==> src/rtl/pipeline_pkg.sv <==
// Shared definitions for the pipeline hazard controller.
// FSM encoding, register constants and default timeout.
package pipeline_pkg;

  typedef enum logic [1:0] {
    RUN  = 2'd0,
    WAIT = 2'd1,
    HALT = 2'd2
  } hz_state_t;

  localparam logic [4:0] REG_ZERO = 5'd0;

  localparam int DEF_MEM_TIMEOUT = 64;

endpackage

==> src/rtl/sat_counter.sv <==
// Saturating up-counter with asynchronous active-high reset.
// Holds at all-ones instead of wrapping.
module sat_counter #(
  parameter int W = 16
) (
  input  logic         clk,
  input  logic         reset,
  input  logic         inc,
  output logic [W-1:0] count
);

  // count up on inc, stick at all-ones
  always_ff @(posedge clk or posedge reset) begin
    if (reset)
      count <= '0;
    else if (inc && (count != '1))
      count <= count + 1'b1;
  end

endmodule

==> src/rtl/pipeline_hazard_ctrl.sv <==
// Stall/flush controller for the five-stage pipeline.
// Handles load-use, redirects, memory waits and a timeout watchdog.
module pipeline_hazard_ctrl
  import pipeline_pkg::*;
#(
  parameter int MEM_TIMEOUT = DEF_MEM_TIMEOUT,
  parameter int CNT_W       = 16
) (
  input  logic             clk,
  input  logic             reset,
  input  logic [4:0]       id_rs,
  input  logic [4:0]       id_rt,
  input  logic             id_uses_rt,
  input  logic             ex_mem_read,
  input  logic [4:0]       ex_rt,
  input  logic             mem_branch_taken,
  input  logic             mem_jump,
  input  logic             mem_jr,
  input  logic             mem_access,
  input  logic             mem_ready,
  output logic             pc_enable,
  output logic             if_id_enable,
  output logic             id_ex_enable,
  output logic             ex_mem_enable,
  output logic             mem_wb_enable,
  output logic             if_id_flush,
  output logic             id_ex_flush,
  output logic             ex_mem_flush,
  output logic             mem_wb_flush,
  output logic             redirect,
  output logic             halted,
  output logic [CNT_W-1:0] stall_cycles,
  output logic [CNT_W-1:0] flush_events
);

  localparam int WCW = (MEM_TIMEOUT < 2) ? 1 : $clog2(MEM_TIMEOUT + 1);
  localparam logic [WCW-1:0] WLAST = WCW'(MEM_TIMEOUT - 1);

  hz_state_t      state;
  logic [WCW-1:0] wcnt;

  logic redir;
  logic mwait;
  logic lu;
  logic stall_inc;
  logic flush_inc;

  // hazard terms
  always_comb begin
    redir = mem_branch_taken | mem_jump | mem_jr;
    mwait = mem_access & ~mem_ready;
    lu    = ex_mem_read & (ex_rt != REG_ZERO)
          & ((ex_rt == id_rs) | (id_uses_rt & (ex_rt == id_rt)));
  end

  // per-stage enables/flushes from state and current hazards
  always_comb begin
    pc_enable     = 1'b1;
    if_id_enable  = 1'b1;
    id_ex_enable  = 1'b1;
    ex_mem_enable = 1'b1;
    mem_wb_enable = 1'b1;
    if_id_flush   = 1'b0;
    id_ex_flush   = 1'b0;
    ex_mem_flush  = 1'b0;
    mem_wb_flush  = 1'b0;
    redirect      = 1'b0;
    stall_inc     = 1'b0;
    flush_inc     = 1'b0;
    unique case (state)
      RUN: begin
        if (redir) begin
          redirect     = 1'b1;
          if_id_flush  = 1'b1;
          id_ex_flush  = 1'b1;
          ex_mem_flush = 1'b1;
          flush_inc    = 1'b1;
        end else if (mwait) begin
          pc_enable     = 1'b0;
          if_id_enable  = 1'b0;
          id_ex_enable  = 1'b0;
          ex_mem_enable = 1'b0;
          mem_wb_flush  = 1'b1;
          stall_inc     = 1'b1;
        end else if (lu) begin
          pc_enable    = 1'b0;
          if_id_enable = 1'b0;
          id_ex_flush  = 1'b1;
          stall_inc    = 1'b1;
        end
      end
      WAIT: begin
        if (!mem_ready) begin
          pc_enable     = 1'b0;
          if_id_enable  = 1'b0;
          id_ex_enable  = 1'b0;
          ex_mem_enable = 1'b0;
          mem_wb_flush  = 1'b1;
          stall_inc     = 1'b1;
        end
      end
      default: begin
        pc_enable     = 1'b0;
        if_id_enable  = 1'b0;
        id_ex_enable  = 1'b0;
        ex_mem_enable = 1'b0;
        mem_wb_enable = 1'b0;
      end
    endcase
  end

  // memory-wait FSM with timeout watchdog; halted is sticky
  always_ff @(posedge clk or posedge reset) begin
    if (reset) begin
      state  <= RUN;
      wcnt   <= '0;
      halted <= 1'b0;
    end else begin
      unique case (state)
        RUN: begin
          if (!redir && mwait) begin
            wcnt <= WCW'(1);
            if (MEM_TIMEOUT <= 1) begin
              state  <= HALT;
              halted <= 1'b1;
            end else begin
              state <= WAIT;
            end
          end
        end
        WAIT: begin
          if (mem_ready) begin
            state <= RUN;
            wcnt  <= '0;
          end else begin
            wcnt <= wcnt + 1'b1;
            if (wcnt == WLAST) begin
              state  <= HALT;
              halted <= 1'b1;
            end
          end
        end
        default: begin
          state  <= HALT;
          halted <= 1'b1;
        end
      endcase
    end
  end

  sat_counter #(.W(CNT_W)) u_stall_cnt (
    .clk   (clk),
    .reset (reset),
    .inc   (stall_inc),
    .count (stall_cycles)
  );

  sat_counter #(.W(CNT_W)) u_flush_cnt (
    .clk   (clk),
    .reset (reset),
    .inc   (flush_inc),
    .count (flush_events)
  );

endmodule

==> config.mk <==
export PLATFORM = sky130hd
export DESIGN_NAME = pipeline_hazard_ctrl
export DESIGN_NICKNAME = d
export VERILOG_FILES = /design/src/rtl/pipeline_pkg.sv /design/src/rtl/sat_counter.sv /design/src/rtl/pipeline_hazard_ctrl.sv
export SDC_FILE = /design/constraint.sdc
export NUM_CORES = 1
export LEC_CHECK = 0
export BUFFER_PORTS_ARGS = -buffer_cell sky130_fd_sc_hd__buf_4
export CORE_MARGIN = 3
export CORE_UTILIZATION = 51
export CTS_CLUSTER_DIAMETER = 50
export CTS_CLUSTER_SIZE = 24
export DETAILED_ROUTE_END_ITERATION = 8
export MAX_ROUTING_LAYER = met4
export PLACE_DENSITY = 0.79
export SETUP_SLACK_MARGIN = 0.2
export SYNTH_ARGS = -nofsm -noshare
export SYNTH_HDL_FRONTEND = slang
export SYNTH_SLANG_ARGS = --single-unit
==> constraint.sdc <==
create_clock -name clk -period 2.4 [get_ports clk]
set_input_delay 0.48 -clock clk [delete_from_list [all_inputs] [get_ports clk]]
set_output_delay 0.48 -clock clk [all_outputs]
set_load 0.03 [all_outputs]
# After elaboration in Yosys (flattened, before gate mapping)

Index checks and enable logic that the tools add are counted.

Reduce and logical (&&, ||, !) cells: 11
Equal/unequal tests: 10
Bitwise operators: 9
Multiplexer cells: 32
Add/sub/neg operators: 3

Operators by type and width:

| cell                                                                  | count |
|---|---|
| 16-bit by 1-bit adder with 16-bit output, second input constant       | 2 |
| 16-bit inequality test, second input constant                         | 2 |
| 1-bit two-way mux                                                     | 20 |
| 7-bit two-way mux                                                     | 2 |
| 7-bit case mux with 2 select lines                                    | 1 |
| 5-bit equality test                                                   | 2 |
| 1-bit case mux with 2 select lines                                    | 5 |
| 7-bit by 1-bit adder with 7-bit output, second input constant         | 1 |
| 7-bit by 6-bit equality test with 1-bit output, second input constant | 1 |
| 2-bit two-way mux                                                     | 3 |
| 2-bit inequality test, second input constant                          | 3 |
| 5-bit nonzero test                                                    | 1 |
| 1-bit AND                                                             | 4 |
| 2-bit case mux with 2 select lines                                    | 1 |
| 2-bit AND reduction                                                   | 2 |
| 1-bit logical AND                                                     | 3 |
| 3-bit inequality test, second input constant                          | 1 |
| 1-bit bitwise OR                                                      | 3 |
| 3-bit AND reduction                                                   | 1 |
| 2-bit by 1-bit equality test with 1-bit output, second input constant | 1 |
| 2-bit logical NOT                                                     | 1 |
| 1-bit NOT                                                             | 2 |
| 2-bit nonzero test                                                    | 1 |
| 2-bit OR reduction                                                    | 1 |
| 1-bit logical NOT                                                     | 1 |

Output and inout bits: 43
Bits of input ports: 24
Word-level logic and storage cells: 70
Bits in registers: 42

# Longest topological paths before layout

Depth in word-level cells: 9
Mapped depth: 8
Gate-level depth less buffers: 7

# By module

From an unflattened synthesis, not the netlist that was laid out.

Cells, all modules: 225
Area, all modules: 2372.3 µm²

Modules (own cells, without submodules):

| module                     | area an instance (µm²) | cells each | times used |
|---|---|---|---|
| sat_counter at u_flush_cnt | 805.8                  | 71         | 1 |
| sat_counter at u_stall_cnt | 802.0                  | 68         | 1 |
| pipeline_hazard_ctrl       | 764.5                  | 86         | 1 |

# Worst setup path before layout

No wires, ideal clock.

Path kind: input port to output port
From: input port ex_rt[1]
To: output port pc_enable
Stages on the path: 5
Path buffers: 1
Data arrival time: 2.463 ns
Slack: -0.543 ns
Cell sequence: or4_4 o21ai_0 nor2_1 a311oi_1 buf_4

Longest elaborated chain between the ends: 8

RTL lines:

| element                              | line                       | source |
|---|---|---|
| start: declaration                   | pipeline_hazard_ctrl.sv:15 | `input logic [4:0] ex_rt,` |
| 5-bit equality test                  | pipeline_hazard_ctrl.sv:53 | `& ((ex_rt == id_rs) \| (id_uses_rt & (ex_rt == id_rt)));` |
| 1-bit AND                            | pipeline_hazard_ctrl.sv:53 |  |
| 1-bit bitwise OR                     | pipeline_hazard_ctrl.sv:53 |  |
| 1-bit AND *                          | pipeline_hazard_ctrl.sv:53 |  |
| 1-bit two-way mux * (3 in a row)     | -                          |  |
| 1-bit case mux with 2 select lines * | -                          |  |
| end: declaration                     | pipeline_hazard_ctrl.sv:21 | `output logic pc_enable,` |

Every way passes the cells marked *; elsewhere a longest branch is shown, timed or not.

# Final worst setup path

From: input port ex_rt[4]
To: output port if_id_enable

Longest elaborated chain between the ends: 8

RTL lines:

| element                              | line                       | source |
|---|---|---|
| 5-bit equality test                  | pipeline_hazard_ctrl.sv:53 |  |
| 1-bit AND                            | pipeline_hazard_ctrl.sv:53 |  |
| 1-bit bitwise OR                     | pipeline_hazard_ctrl.sv:53 |  |
| 1-bit AND *                          | pipeline_hazard_ctrl.sv:53 |  |
| 1-bit two-way mux *                  | pipeline_hazard_ctrl.sv:85 | `end else if (lu) begin` |
| 1-bit two-way mux *                  | pipeline_hazard_ctrl.sv:78 | `end else if (mwait) begin` |
| 1-bit two-way mux *                  | pipeline_hazard_ctrl.sv:72 | `if (redir) begin` |
| 1-bit case mux with 2 select lines * | pipeline_hazard_ctrl.sv:70 | `unique case (state)` |
| end: declaration                     | pipeline_hazard_ctrl.sv:22 | `output logic if_id_enable,` |

Marked as above.

==> impl_metrics.py <==
metrics = {
    "outcome": {
        "run_status": "finished, final reports clean",
    },
    "critical_path": {
        "cp.depth": 6,
        "crit_fanout": 3,
        "r2r_start": "u_stall_cnt.count[0]$_DFFE_PP0P_",
        "crit_chain": "buf_8 -> or4_4 -> o21ai_2 -> nor2_2 -> a311oi_4 -> buf_6",
        "reg2reg_slack_ns": 0.41,
        "crit_buf_inv": 2,
        "reg2reg_to": "u_stall_cnt.count[9]$_DFFE_PP0P_",
        "max_stage_delay_ns": 0.55,
        "cp-end-kind": "primary output",
        "worstPathArrival_ns": 1.83,
        "required_ns": 1.92,
        "crit_family": "simple AND/OR/NAND/NOR gates",
        "critPathKind": "input pin to primary output",
        "worst_r2r_path_depth": 8,
        "startpoint_type": "input pin",
        "slowest_stage": "or4_4",
    },
    "logic_synthesis": {
        "ys_seq_area_frac": 0.472,
        "synthesis.nets": 241,
        "synth_edf_count": 0,
        "ys_types": 39,
        "synth_cells": 214,
        "ys_top_cells_by_count": "dfrtp_1 (42), xor2_1 (25), nor2_1 (22)",
        "yosysWarningCount": 0,
        "yosysTopAreaCell": "dfrtp_1",
        "post-synth-top-count-cell": "dfrtp_1",
        "asyncSetResetFlopFracSynth": 1.00,
        "ys.flop_type": "dfrtp_1",
        "synth_top_cell_area_share": 0.472,
        "synth_area_per_cell_sq_um": 10.4,
        "syn_area_sq_um": 2220,
        "synth.ff_latch_count": 42,
        "synth_area_leaders": "dfrtp_1 (47%), xor2_1 (9.8%), xnor2_1 (7.9%)",
    },
    "sta": {
        "fin_crit_ns": 2.31,
        "relSlewSlack": 0.653,
        "setup_violations": 0,
        "max_slew.worst_pin.slew_ns": 0.521,
        "skew_ns": 0.00404,
        "fmax_ghz": 0.433,
        "final_max_slew_viol_count": 0,
        "fin_crit_sh": 0.961,
        "rsz0062_at_grt": "true",
        "final-hold-violation-count": 0,
    },
    "floorplanning": {
        "start_util": 0.541,
        "die_area_sq_um": 5190,
        "core_sq_um": 4120,
        "ios": 67,
        "die_y_microns": 72.0,
        "rows": 23,
        "die_width_microns": 72.0,
    },
    "detailed_routing": {
        "ant_nets": 0,
        "detail_route.wl_per_cell_microns": 14.2,
        "routed_wirelength_mm": 4.88,
        "drc": 0,
        "drtIter0Drc": 66,
        "via_count": 1818,
        "routed_via_density": 5.30,
        "dr.pass1.iters": 4,
    },
    "placement": {
        "numPortBuffers": 66,
        "gp_congestion": 0.819,
        "hpwl_mm": 3.55,
        "place_inst": 331,
        "place_area_sq_um": 2820,
    },
    "power": {
        "seqPwrFrac": 0.454,
        "power.leakage_nw": 1.43,
        "swShare": 0.377,
        "power.switching_mw": 0.848,
        "internal-power_mw": 1.40,
        "p_clk_frac": 0.200,
        "p_comb_frac": 0.346,
        "p_per_area_nw_per_um2": 751,
        "worst_ir_drop_vdd_mv": 0.754,
    },
    "grt": {
        "grt_pass1_wl_mm": 8.16,
        "track_usage": 0.208,
        "grt_pass1_vias": 1761,
        "grt_max_degree": 43,
        "overflow": 0,
        "antenna_found_initial": 0,
    },
    "clock_tree": {
        "cts_num_sinks": 42,
        "cts_tree": "done",
        "clockBufferDepth": 2,
        "cts_root_buffer": "clkbuf_8",
        "h-tree-depth": 2,
        "clock_latency_ns": 0.29,
        "clk_pin_slew_ns": 0.07,
        "ctsHoldBuffers": 0,
        "cts-buffers-inserted": 5,
    },
    "finish": {
        "fin_area_sq_um": 3000,
        "layoutNonFillerInstCount": 343,
        "diodes": 0,
        "drive_above_1_share": 0.355,
        "finalNetCount": 321,
        "syn_to_final_growth_pct": 34.8,
    },
    "worst_hold_path": {
        "holdCritPathClass": "input pin to asynchronous set/reset pin",
    },
    "job": {
        "cap_violations": 0,
    },
}
[worst max path at each step]
stage,startpoint,end,slack (ns)
finish,ex_rt[4],if_id_enable,0.09
global route,ex_rt[3],id_ex_flush,0.01
CTS,ex_rt[4],if_id_enable,0.1
detailed placement,ex_rt[1],if_id_enable,0.01
global placement,ex_rt[1],pc_enable,0.07
floorplan,ex_rt[1],pc_enable,-0.005
[sequential cells by signal, indices dropped and copies added (netlist names)]
register and count:
state 2, wcnt 7, u_stall_cnt.count 16, u_flush_cnt.count 16, halted 1
[layer usage]
layer / track usage / share of wire / wire, microns
met1: 0.248 / 0.42 / 2030
met2: 0.340 / 0.51 / 2470
met3: 0.0568 / 0.062 / 301
met4: 0.0752 / 0.015 / 71
met5: - / 0 / 0
[timing repair]
item	CTS	global route
pin swaps	9	5
setup buffers	3	3
endpoints found under the setup margin	3	3
resized for setup	10	4
[power groups by stage]
stage / registers [mW] / logic (mW) / clock network (mW)
after floorplan: 1.22 / 0.276 / 0
after global placement: 1.03 / 0.758 / 0
after detailed placement: 1.03 / 0.771 / 0
after CTS: 1.02 / 0.780 / 0.461
after global routing: 1.05 / 0.833 / 0.497
final: 1.02 / 0.778 / 0.451
[through the flow]
stage / setup TNS [ns] / hold WS, ns / setup WS [ns] / total power [mW] / util
global placement: 0 / 0.454 / 0.0667 / 1.79 / 0.686
CTS: 0 / 0.332 / 0.0990 / 2.26 / 0.720
detailed placement: 0 / 0.469 / 0.0140 / 1.80 / 0.686
finish: 0 / 0.307 / 0.0924 / 2.25 / 0.729
floorplan: -0.00469 / 0.497 / -0.00469 / 1.49 / -
global route: 0 / 0.374 / 0.0149 / 2.38 / 0.729
[cells by family after synthesis]
logic type,share of synthesized area
buf+inv,0.0416
flops,0.472
xor+xnor,0.177
compound gates,0.0641
fa+ha+maj,0.0169
simple gates,0.213
mux,0.0146
[worst reg2reg max path, delay by kind of cell (launching register included)]
family / cells / cell delay (ns)
xor+xnor: 1 / 0.21
buf+inv: 1 / 0.18
fa+ha+maj: 1 / 0.27
flops: 1 / 0.45
compound gates: 1 / 0.25
simple gates: 4 / 0.55
[final cells by class]
class	instances	area, sq um
fillers	319	1120
multi-input cells	154	1110
flip-flops and latches	42	1050
repair buffers	81	653
clock buffers	6	82.6
well taps	50	62.6
inverters	10	37.5
[cell usage in the layout (no fill, tap or decap), types with 2 or more instances in the layout]
cell       n
mux2_2     2
nand3_1    9
buf_6      8
and2_1     3
nor3_1     6
and3_1     6
o21ai_2    2
and4_1     6
buf_8      2
nand3_2    2
nor2_1    21
ha_1       3
buf_4     71
nand2_1   14
clkbuf_8   6
xnor2_1   20
a21oi_1    3
dfrtp_1   42
xor2_1    25
nand4_1   12
inv_1     10
Power figures use the tool's default switching activity.
